`config.mk`:
```
export PLATFORM = sky130hd
export DESIGN_NAME = iob_uart_tx_arb
export DESIGN_NICKNAME = d
export VERILOG_FILES = /design/src/rtl/iob_uart_tx_arb.sv
export SDC_FILE = /design/constraint.sdc
export NUM_CORES = 1
export LEC_CHECK = 0
export CAP_MARGIN = 40
export CORE_UTILIZATION = 30
export DETAILED_ROUTE_END_ITERATION = 10
export PLACE_DENSITY = 0.66
export RECOVER_POWER = 100
export SYNTH_ARGS = -nofsm -noshare
export SYNTH_HDL_FRONTEND = slang
export SYNTH_SLANG_ARGS = --single-unit
```
`constraint.sdc`:
```
create_clock -name clk -period 2 [get_ports clk]
set_clock_uncertainty 0.15 [all_clocks]
set_input_delay 0.3 -clock clk [delete_from_list [all_inputs] [get_ports clk]]
set_output_delay 0.3 -clock clk [all_outputs]
set_load 0.005 [all_outputs]
```
`src/rtl/iob_uart_tx_arb.sv`:
```
// iob_uart_tx_arb -- round-robin arbiter that feeds N_REQ byte streams into a
// single UART transmitter core.
//
// Ports
//   clk, rst              clock; asynchronous active-high reset
//   req_valid/data/last   per-requester byte offer (byte i at req_data[8i+7:8i])
//   req_ready             accept strobe, high for the owner in SEND only
//   grant                 one-hot current owner, zero when idle
//   tx_ready              UART core can take a byte
//   tx_data, tx_write_en  byte and one-cycle load strobe to the UART core
//   busy                  FSM not in IDLE
//   tx_count              bytes written to the UART core (wraps)
//
// Optional feature: define IOB_UART_ARB_LOCK_EN to keep the grant across a
// whole message (until a byte with req_last=1). Without it every byte
// re-arbitrates and req_last is ignored.
//
// Byte timing: IDLE(arb) -> SEND(handshake) -> WAIT(write strobe, 2 guard
// cycles, then wait for tx_ready) -> IDLE / HOLD.
module iob_uart_tx_arb #(
  parameter int N_REQ = 4,
  parameter int CNT_W = 16
) (
  input  logic               clk,
  input  logic               rst,
  input  logic [N_REQ-1:0]   req_valid,
  input  logic [8*N_REQ-1:0] req_data,
  input  logic [N_REQ-1:0]   req_last,
  output logic [N_REQ-1:0]   req_ready,
  output logic [N_REQ-1:0]   grant,
  input  logic               tx_ready,
  output logic [7:0]         tx_data,
  output logic               tx_write_en,
  output logic               busy,
  output logic [CNT_W-1:0]   tx_count
);

  localparam int IW = (N_REQ > 1) ? $clog2(N_REQ) : 1;
  localparam logic [1:0] GUARD_CYC = 2'd2;

`ifdef IOB_UART_ARB_LOCK_EN
  typedef enum logic [1:0] {IDLE = 2'd0, SEND = 2'd1, WAIT = 2'd2, HOLD = 2'd3} state_t;
`else
  typedef enum logic [1:0] {IDLE = 2'd0, SEND = 2'd1, WAIT = 2'd2} state_t;
`endif

  state_t             state_q, state_d;
  logic [N_REQ-1:0]   grant_q, grant_d;
  logic [IW-1:0]      last_owner_q, last_owner_d;
  logic [7:0]         tx_data_q, tx_data_d;
  logic               tx_we_q, tx_we_d;
  logic [1:0]         guard_q, guard_d;
  logic [CNT_W-1:0]   tx_count_q, tx_count_d;
`ifdef IOB_UART_ARB_LOCK_EN
  logic               last_flag_q, last_flag_d;
`else
  logic               unused_req_last;
  assign unused_req_last = ^req_last;
`endif

  // Round-robin search starting just after the previous owner.
  logic [IW-1:0] rr_idx;
  logic          rr_hit;
  int            rr_i;
  always_comb begin
    rr_idx = '0;
    rr_hit = 1'b0;
    rr_i   = 0;
    for (int k = 1; k <= N_REQ; k++) begin
      rr_i = int'(last_owner_q) + k;
      if (rr_i >= N_REQ) rr_i = rr_i - N_REQ;
      if (!rr_hit && req_valid[IW'(rr_i)]) begin
        rr_hit = 1'b1;
        rr_idx = IW'(rr_i);
      end
    end
  end

  // The owner index is always last_owner_q while a grant is held.
  logic hs;
  assign req_ready   = (state_q == SEND) ? grant_q : '0;
  assign hs          = |(req_valid & req_ready);
  assign grant       = grant_q;
  assign tx_data     = tx_data_q;
  assign tx_write_en = tx_we_q;
  assign busy        = (state_q != IDLE);
  assign tx_count    = tx_count_q;

  always_comb begin
    state_d      = state_q;
    grant_d      = grant_q;
    last_owner_d = last_owner_q;
    tx_data_d    = tx_data_q;
    tx_we_d      = 1'b0;
    guard_d      = guard_q;
    tx_count_d   = tx_we_q ? tx_count_q + 1'b1 : tx_count_q;
`ifdef IOB_UART_ARB_LOCK_EN
    last_flag_d  = last_flag_q;
`endif
    case (state_q)
      IDLE: begin
        if (tx_ready && rr_hit) begin
          grant_d      = N_REQ'(1) << rr_idx;
          last_owner_d = rr_idx;
          state_d      = SEND;
        end
      end
      SEND: begin
        if (hs) begin
          tx_data_d   = req_data[{last_owner_q, 3'b000} +: 8];
          tx_we_d     = 1'b1;
`ifdef IOB_UART_ARB_LOCK_EN
          last_flag_d = req_last[last_owner_q];
`endif
        end
        guard_d = '0;
        state_d = WAIT;
      end
      WAIT: begin
        // tx_ready is only trusted once the core has had time to drop it
        // in response to the write strobe.
        if (guard_q != GUARD_CYC) begin
          guard_d = guard_q + 2'd1;
        end else if (tx_ready) begin
`ifdef IOB_UART_ARB_LOCK_EN
          if (!last_flag_q) begin
            state_d = HOLD;
          end else begin
            state_d = IDLE;
            grant_d = '0;
          end
`else
          state_d = IDLE;
          grant_d = '0;
`endif
        end
      end
`ifdef IOB_UART_ARB_LOCK_EN
      HOLD: begin
        // Message locked: only the current owner can continue.
        if (req_valid[last_owner_q] && tx_ready) state_d = SEND;
      end
`endif
      default: begin
        state_d = IDLE;
        grant_d = '0;
      end
    endcase
  end

  always_ff @(posedge clk or posedge rst) begin
    if (rst) begin
      state_q      <= IDLE;
      grant_q      <= '0;
      last_owner_q <= IW'(N_REQ - 1);
      tx_data_q    <= '0;
      tx_we_q      <= 1'b0;
      guard_q      <= '0;
      tx_count_q   <= '0;
`ifdef IOB_UART_ARB_LOCK_EN
      last_flag_q  <= 1'b0;
`endif
    end else begin
      state_q      <= state_d;
      grant_q      <= grant_d;
      last_owner_q <= last_owner_d;
      tx_data_q    <= tx_data_d;
      tx_we_q      <= tx_we_d;
      guard_q      <= guard_d;
      tx_count_q   <= tx_count_d;
`ifdef IOB_UART_ARB_LOCK_EN
      last_flag_q  <= last_flag_d;
`endif
    end
  end

endmodule

```
=== Yosys cells after proc, flatten, opt, wreduce, memory -nomap -nowiden ===
Cells that the tools add are included.

* Register bits after elaboration: 35
* Input bits: 43
* Output and inout bits: 34
* Word-level logic and storage cells: 89

* $add $sub $neg: 10
* Magnitude comparators: 8
* Eq/ne operators: 7
* Shift operators: 2
* Muxes and demuxes: 37
* Bitwise gates (word level): 2
* Reductions and logical operators: 16

{| class="wikitable"
|+ Operators with widths
! cell !! count
|-
| variable part select 32 x 6 -> 8 bit || 1
|-
| two-way mux 2 bit || 12
|-
| adder 16 x 1 -> 16 bit (second input constant) || 1
|-
| < comparator 2 x 4 -> 1 bit (second input constant) || 4
|-
| two-way mux 4 bit || 4
|-
| two-way mux 1 bit || 14
|-
| case mux 4 bit (3 select lines) || 1
|-
| != test 2 bit (second input constant) || 5
|-
| greater-or-equal comparator 3 bit (second input constant) || 3
|-
| binary-select mux 1 bit (select 2 bit) || 4
|-
| subtractor 2 x 1 -> 2 bit (second input constant) || 4
|-
| adder 2 x 2 -> 3 bit (second input constant) || 2
|-
| case mux 2 bit (3 select lines) || 1
|-
| AND reduction 2 bit || 3
|-
| adder 2 x 3 -> 4 bit (second input constant) || 1
|-
| bitwise AND 4 bit || 1
|-
| greater-or-equal comparator 4 x 3 -> 1 bit (second input constant) || 1
|-
| logical AND 1 bit || 4
|-
| case mux 2 bit (2 select lines) || 1
|-
| AND reduction 4 bit || 1
|-
| nonzero test 2 bit || 2
|-
| OR reduction 4 bit || 1
|-
| left shift 1 x 2 -> 4 bit (first input constant) || 1
|-
| adder 2 x 1 -> 3 bit (second input constant) || 1
|-
| 7 further kinds || 9
|}

=== Logic depth before layout (Yosys ltp) ===
Gate-level depths: netlist of run 1.

* Depth after elaboration: 19
* Gate-level depth with buffers: 6
* Gate-level depth less buffers: 6

=== Worst setup path after synthesis of run 1 ===
Ideal clock, no wire load.

* Path type: register to register
* Start: register last_owner_q[0]
* End: register tx_data_q[0], in the netlist tx_data[0]
* Library setup time: 0.125 ns
* Arrival time: 1.434 ns
* Required time: 1.725 ns
* Setup slack: 0.291 ns
* Stages on the path, launching flop included: 4
* Path buffers: 1
* Clock period less this slack: 1.709 ns
* Cell sequence: dfstp_2 buf_6 mux4_2 mux2_2

* Longest elaborated chain between the ends: 1

{| class="wikitable"
|+ RTL lines
! what !! line !! RTL
|-
| start: declaration || 49 || <nowiki>logic [IW-1:0] last_owner_q, last_owner_d;</nowiki>
|-
| start signal: assignment || 155 || <nowiki>last_owner_q <= IW'(N_REQ - 1);</nowiki>
|-
| start signal: assignment || 166 || <nowiki>last_owner_q <= last_owner_d;</nowiki>
|-
| variable part select 32 x 6 -> 8 bit || 110 || <nowiki>tx_data_d = req_data[{last_owner_q, 3'b000} +: 8];</nowiki>
|-
| end signal: assignment || 167 || <nowiki>tx_data_q <= tx_data_d;</nowiki>
|-
| end: declaration || 50 || <nowiki>logic [7:0] tx_data_q, tx_data_d;</nowiki>
|}

No other way between the ends.
A chain may end at the register's enable or synchronous reset.

=== Worst setup path in the final report of run 1 ===
* Start: input req_valid[0]
* End: register grant_q[1], in the netlist grant[1]

* Longest elaborated chain between the ends: 16
* Elaborated cells on any way between the ends: 32
* Those cells by class: eq/ne: 1; shift: 1; mux: 22; reduce/logical: 8

{| class="wikitable"
|+ RTL lines
! what !! line !! RTL
|-
| start: declaration || 26 || <nowiki>input logic [N_REQ-1:0] req_valid,</nowiki>
|-
| binary-select mux 1 bit (select 2 bit) || 72 || <nowiki>if (!rr_hit && req_valid[IW'(rr_i)]) begin</nowiki>
|-
| two-way mux 1 bit (not written as such) (2 in series) || 72 ||
|-
| two-way mux 1 bit || 72 ||
|-
| logical NOT 1 bit || 72 ||
|-
| logical AND 1 bit || 72 ||
|-
| two-way mux 1 bit || 72 ||
|-
| logical NOT 1 bit || 72 ||
|-
| logical AND 1 bit || 72 ||
|-
| two-way mux 1 bit || 72 ||
|-
| logical NOT 1 bit || 72 ||
|-
| logical AND 1 bit || 72 ||
|-
| two-way mux 2 bit / two-way mux 1 bit (equally long branches) || 72 ||
|-
| left shift 1 x 2 -> 4 bit / logical AND 1 bit (equally long branches) || 103, 102 ||
|-
| two-way mux 4 bit / != test 2 bit (equally long branches) || -- ||
|-
| case mux 4 bit (3 select lines) / AND reduction 4 bit (equally long branches) || -- ||
|-
| end signal: assignment || 165 || <nowiki>grant_q <= grant_d;</nowiki>
|-
| end: declaration || 48 || <nowiki>logic [N_REQ-1:0] grant_q, grant_d;</nowiki>
|}

Several ways; a longest one is shown, not always the timed one. The select of a mux whose other input is x is not followed.

==> impl_metrics.py, run 1 <==
metrics = {
    "status": {
        "status": "finished, final reports clean",
    },
    "global_route": {
        "antenna_found_initial": 0,
        "grt_overflow": 0,
        "grt_pass1_wl_mm": 7.04,
        "grt_pass1_vias": 1455,
        "track_usage_pct": 14.3,
        "grt_max_degree": 36,
    },
    "worst_setup_path": {
        "worst-path-buf-inv": 2,
        "critPathLaunchType": "input port",
        "critPathLaunch": "req_valid[0]",
        "worstPathCellList": "dlygate4sd3_1 > o41ai_1 > or2_2 > inv_1 > a32o_1",
        "timing.rr.start": "last_owner_q[0]",
        "crit_fanout": 4,
        "path_depth": 5,
        "ff2ff_path_depth": 4,
        "worst_ep_required_time_ns": 2.01,
        "critPathKind": "input port to flip-flop",
        "crit_path_end_kind": "flip-flop",
        "max_stage_delay_ns": 0.59,
        "cp_top_family": "compound AO/OA/AOI/OAI gates",
        "critPathArrivalTime_ns": 1.90,
        "slowest_stage": "dlygate4sd3_1",
    },
    "synth": {
        "yosys_warnings": 0,
        "synth_top_area_cell": "dfrtp_1",
        "synth-seq-area-share_pct": 47.5,
        "syn_nets": 197,
        "async_flop_share_pct": 100,
        "ys_ff_latch": 35,
        "synth_edf_count": 0,
        "yosysUniqueCellTypes": 44,
        "yosys.area.top_type_share_pct": 44.7,
        "ys.flop_type": "dfrtp_1",
        "syn-cell-area_mm2": 0.00185,
        "netlist_instances": 152,
        "yosys-top-cells-area": "dfrtp_1 (45%), mux4_2 (7.3%), mux2_2 (5.5%), xnor2_1 (4.7%), dfstp_2 (2.8%)",
        "synth.most_common_cell": "dfrtp_1",
        "syn_area_per_cell_um2": 12.2,
        "synth_common_cells": "dfrtp_1 (33), nand2_1 (13), xnor2_1 (10)",
    },
    "sta": {
        "hold-worst-slack_ns": 0.324,
        "setup_viol": 0,
        "fmax_mhz": 531,
        "slew_headroom_pct": 42.5,
        "finalMaxSlewViolations": 0,
        "layout_min_cycle_time_ns": 1.88,
        "tightest_slew_ns": 0.863,
        "rsz0062_at_grt": "no",
        "fin_crit_sh_pct": 94.1,
        "hold_viol": 0,
    },
    "clocking": {
        "ctsLongestPathBuffers": 2,
        "cts_num_sinks": 35,
        "cts_buffers": 5,
        "cts_tree": "yes",
        "cts_max_level": 2,
        "root_buffer": "clkbuf_8",
        "clock_latency_ns": 0.29,
        "clk_pin_slew_ns": 0.07,
    },
    "pwr": {
        "p_leak_nw": 1.30,
        "total_power_mw": 3.08,
        "ir_worst_vdd_mv": 0.457,
        "powerDensity_mw_per_mm2": 1090,
    },
    "floorplan": {
        "io_pins": 77,
        "start_util_pct": 31.2,
        "core_area_mm2": 0.00592,
        "die_y_um": 80.5,
        "rows": 28,
        "die_area_mm2": 0.00648,
        "dieWidth_um": 80.5,
    },
    "route": {
        "drt-initial-drc-count": 21,
        "wl_per_cell_um": 13.2,
        "ant_nets": 0,
        "viasPerCell": 4.85,
        "drc": 0,
        "routed_wl_mm": 4.19,
        "firstDrtPassIters": 4,
        "vias": 1536,
    },
    "place": {
        "dpl.hpwl_mm": 3.15,
        "io_buffers": 72,
        "place.gp.congestion": 0.784,
        "post-place-cells": 303,
    },
    "flow_run": {
        "maxCapViolCount": 0,
    },
    "hold_path": {
        "min_path_cells": 1,
        "worstHoldPathType": "flip-flop to flip-flop",
        "holdCritStartpoint": "tx_count[15]",
    },
    "final_layout": {
        "nets": 286,
        "diodes": 0,
        "drive_gt1_share_pct": 16.9,
        "syn_to_final_growth_pct": 53.6,
        "final_cells": 317,
    },
}
-- placed cells by master, fill, tap and decap left out, types with 5 or more instances in the layout --
cell type and count:
clkdlybuf4s50_1 37, dfrtp_1 33, dlygate4sd3_1 31, nand2_1 13
xnor2_1 10, mux2_2 9, nor2_1 8, buf_4 8
mux4_2 6, nand4_1 6, inv_1 5, xor2_1 5
clkbuf_8 5
-- cells by family after synthesis --
logic type / Yosys count / share of synthesized area (%)
compound gates: 22 / 9.14
xor+xnor: 15 / 7.11
fa+ha+maj: 2 / 1.35
buf+inv: 8 / 2.17
flops: 35 / 47.5
mux: 18 / 16.2
simple gates: 52 / 16.5
-- flip-flops by register name (all words and copies together) (netlist names) --
signal	cells
grant	4
guard_q	2
last_owner_q	2
state_q	2
tx_count	16
tx_data	8
tx_write_en	1
-- report_power, final --
group	total, mW	leakage, nW	switching, mW	internal, mW
Sequential	1.15	0.458	0.226	0.925
Combinational	1.19	0.776	0.429	0.756
Clock	0.746	0.0654	0.247	0.498
-- stage by stage --
stage	utilization (%)	TNS [ns]	cell area [µm²]	worst slack, ns
after floorplan	-	0	1850	0.291
after global placement	45.7	-0.0517	2710	-0.0214
after detailed placement	45.7	-0.0921	2710	-0.0460
after CTS	48.5	0	2870	0.0192
after global routing	48.0	0	2840	0.00968
final	48.0	0	2840	0.118
-- final timing paths --
path | end | slack, ns
worst max register to register | grant[3] | 0.13
max in group asynchronous | grant[3] | 0.60
worst min-delay path | tx_count[15] | 0.32
min in group asynchronous | guard_q[1] | 0.55
worst max-delay path | grant[1] | 0.12
worst min register to register | tx_count[15] | 0.32
-- repair_timing --
item	4_1_cts	5_1_grt
buffers inserted	5	1
setup endpoints to repair	4	2
gates resized for setup	2	2
hold buffers	0	0
-- metal layers --
metal  wire length, µm  up-vias  track usage [%]
li1                  -      735                -
met4                41        0             4.29
met3               259        5             4.32
met2              2070       47             22.9
met5                 0        -                0
met1              1820      749             18.4
-- area by class of cell --
cell class | count | area (µm²)
tap | 75 | 93.8
fill | 570 | 3080
clock buffer | 6 | 72.6
clock inverter | 2 | 60.1
timing repair buffer | 85 | 818
multi-input combinational | 109 | 897
inverter | 5 | 18.8
sequential | 35 | 878
Note: power is estimated with default switching activity, not from simulation.
==> inputs of run 2 (changes only) <==
--- a/config.mk
+++ b/config.mk
@@ -5,11 +5,13 @@
 export SDC_FILE = /design/constraint.sdc
 export NUM_CORES = 1
 export LEC_CHECK = 0
-export CAP_MARGIN = 40
+export CAP_MARGIN = 20
 export CORE_UTILIZATION = 30
 export DETAILED_ROUTE_END_ITERATION = 10
 export PLACE_DENSITY = 0.66
 export RECOVER_POWER = 100
+export SLEW_MARGIN = 20
 export SYNTH_ARGS = -nofsm -noshare
 export SYNTH_HDL_FRONTEND = slang
 export SYNTH_SLANG_ARGS = --single-unit
+export TNS_END_PERCENT = 20
==> impl_metrics.py, run 2 (synthesis gave the netlist of run 1 again) <==
metrics = {
    "pwr": {
        "p_leak_nw": 1.30,
        "ir_worst_vdd_mv": 0.457,
        "total_power_mw": 3.08,
        "powerDensity_mw_per_mm2": 1090,
    },
    "route": {
        "ant_nets": 0,
        "drt-initial-drc-count": 22,
        "viasPerCell": 4.87,
        "wl_per_cell_um": 13.3,
        "vias": 1540,
        "drc": 0,
        "firstDrtPassIters": 4,
        "routed_wl_mm": 4.20,
    },
    "sta": {
        "hold_viol": 0,
        "tightest_slew_ns": 0.865,
        "layout_min_cycle_time_ns": 1.91,
        "finalMaxSlewViolations": 0,
        "slew_headroom_pct": 42.4,
        "finalSetupTns_ns": 0,
        "hold-worst-slack_ns": 0.324,
        "fmax_mhz": 524,
        "fin_crit_sh_pct": 95.4,
        "rsz0062_at_grt": "no",
        "setup_viol": 0,
        "fin_ws_ns": 0.0920,
    },
    "status": {
        "status": "finished, final reports clean",
    },
    "worst_setup_path": {
        "critPathLaunchType": "flip-flop",
        "critPathKind": "flip-flop to output port",
        "crit_fanout": 5,
        "critPathArrivalTime_ns": 1.46,
        "worstPathCellList": "and2b_1 > clkbuf_4 > and2_1 > dlygate4sd2_1",
        "crit_path_end_kind": "output port",
        "slowest_stage": "dfrtp_1",
        "ff2ff_path_depth": 4,
        "max_stage_delay_ns": 0.37,
        "worst_ep_required_time_ns": 1.55,
    },
    "clocking": {
        "cts_buffers": 5,
        "cts_max_level": 2,
        "clk_pin_slew_ns": 0.07,
        "cts_tree": "yes",
        "hold_buffers": 0,
        "root_buffer": "clkbuf_8",
        "cts_num_sinks": 35,
        "clock_latency_ns": 0.29,
        "ctsLongestPathBuffers": 2,
    },
    "final_layout": {
        "fillers": 567,
        "final_util_pct": 47.8,
        "drive_gt1_share_pct": 16.6,
        "stdcell_area_mm2": 0.00283,
        "layout.cells.most_common": "clkdlybuf4s50_1",
        "final_cells": 316,
        "nets": 285,
        "largest_reg_flops": 16,
        "diodes": 0,
        "mostFrequentLayoutCells": "clkdlybuf4s50_1 (37), dfrtp_1 (33), dlygate4sd3_1 (31), nand2_1 (13), xnor2_1 (10)",
        "syn_to_final_growth_pct": 53.3,
    },
    "hold_path": {
        "worstHoldPathType": "flip-flop to flip-flop",
        "min_path_cells": 1,
    },
    "global_route": {
        "grt_pass1_vias": 1450,
        "antenna_found_initial": 0,
        "grt_pass1_wl_mm": 7.03,
        "grt_max_degree": 36,
        "track_usage_pct": 14.3,
        "grt_overflow": 0,
    },
    "floorplan": {
        "rows": 28,
        "die_area_mm2": 0.00648,
        "start_util_pct": 31.2,
        "core_area_mm2": 0.00592,
        "io_pins": 77,
        "dieWidth_um": 80.5,
        "die_y_um": 80.5,
    },
    "place": {
        "dpl.hpwl_mm": 3.15,
        "place.gp.congestion": 0.784,
        "io_buffers": 72,
        "post-place-ws_ns": -0.0460,
        "placedInstanceArea_mm2": 0.00271,
        "post-place-cells": 303,
    },
    "flow_run": {
        "maxCapViolCount": 0,
    },
}
run 2: per-layer routing:
metal,global-route usage [%],share of wire (%),vias up
met5,0,0,-
met4,4.29,0.98,0
met3,4.32,6.2,5
met2,22.8,50,49
met1,18.4,43,753
li1,-,-,733
run 2: power breakdown:
| group | switching, mW | total, mW | internal (mW) |
|---|---|---|---|
| combinational | 0.428 | 1.18 | 0.751 |
| sequential | 0.225 | 1.15 | 0.925 |
| clock | 0.249 | 0.747 | 0.498 |
| total | 0.902 | 3.08 | 2.17 |
run 2: area by class of cell:
class	count	area, µm²	area share, %
Clock buffer	6	72.6	2.56
Clock inverter	2	60.1	2.12
Inverter	5	18.8	0.663
Tap cell	75	93.8	3.31
Timing Repair Buffer	84	813	28.7
Sequential cell	35	878	31.0
Multi-Input combinational cell	109	896	31.6
run 2: what timing repair did:
action                                  4_1_cts  5_1_grt
endpoints found under the setup margin        4        1
setup buffers                                 4        1
resized for setup                             3        1
run 2: critical path, delay by kind of cell (launching register included):
family	cells	cell delay (ns)
flops	1	0.37
buf+inv	2	0.40
simple gates	2	0.42
run 2: worst paths after layout:
path / startpoint / to / slack, ns
min: tx_count[15] / tx_count[15] / 0.32
min reg2reg: tx_count[15] / tx_count[15] / 0.32
max in group asynchronous: rst / tx_count[4] / 0.60
max reg2reg: last_owner_q[0] / grant[3] / 0.12
min in group asynchronous: rst / guard_q[1] / 0.55
max: state_q[1] / req_ready[2] / 0.09
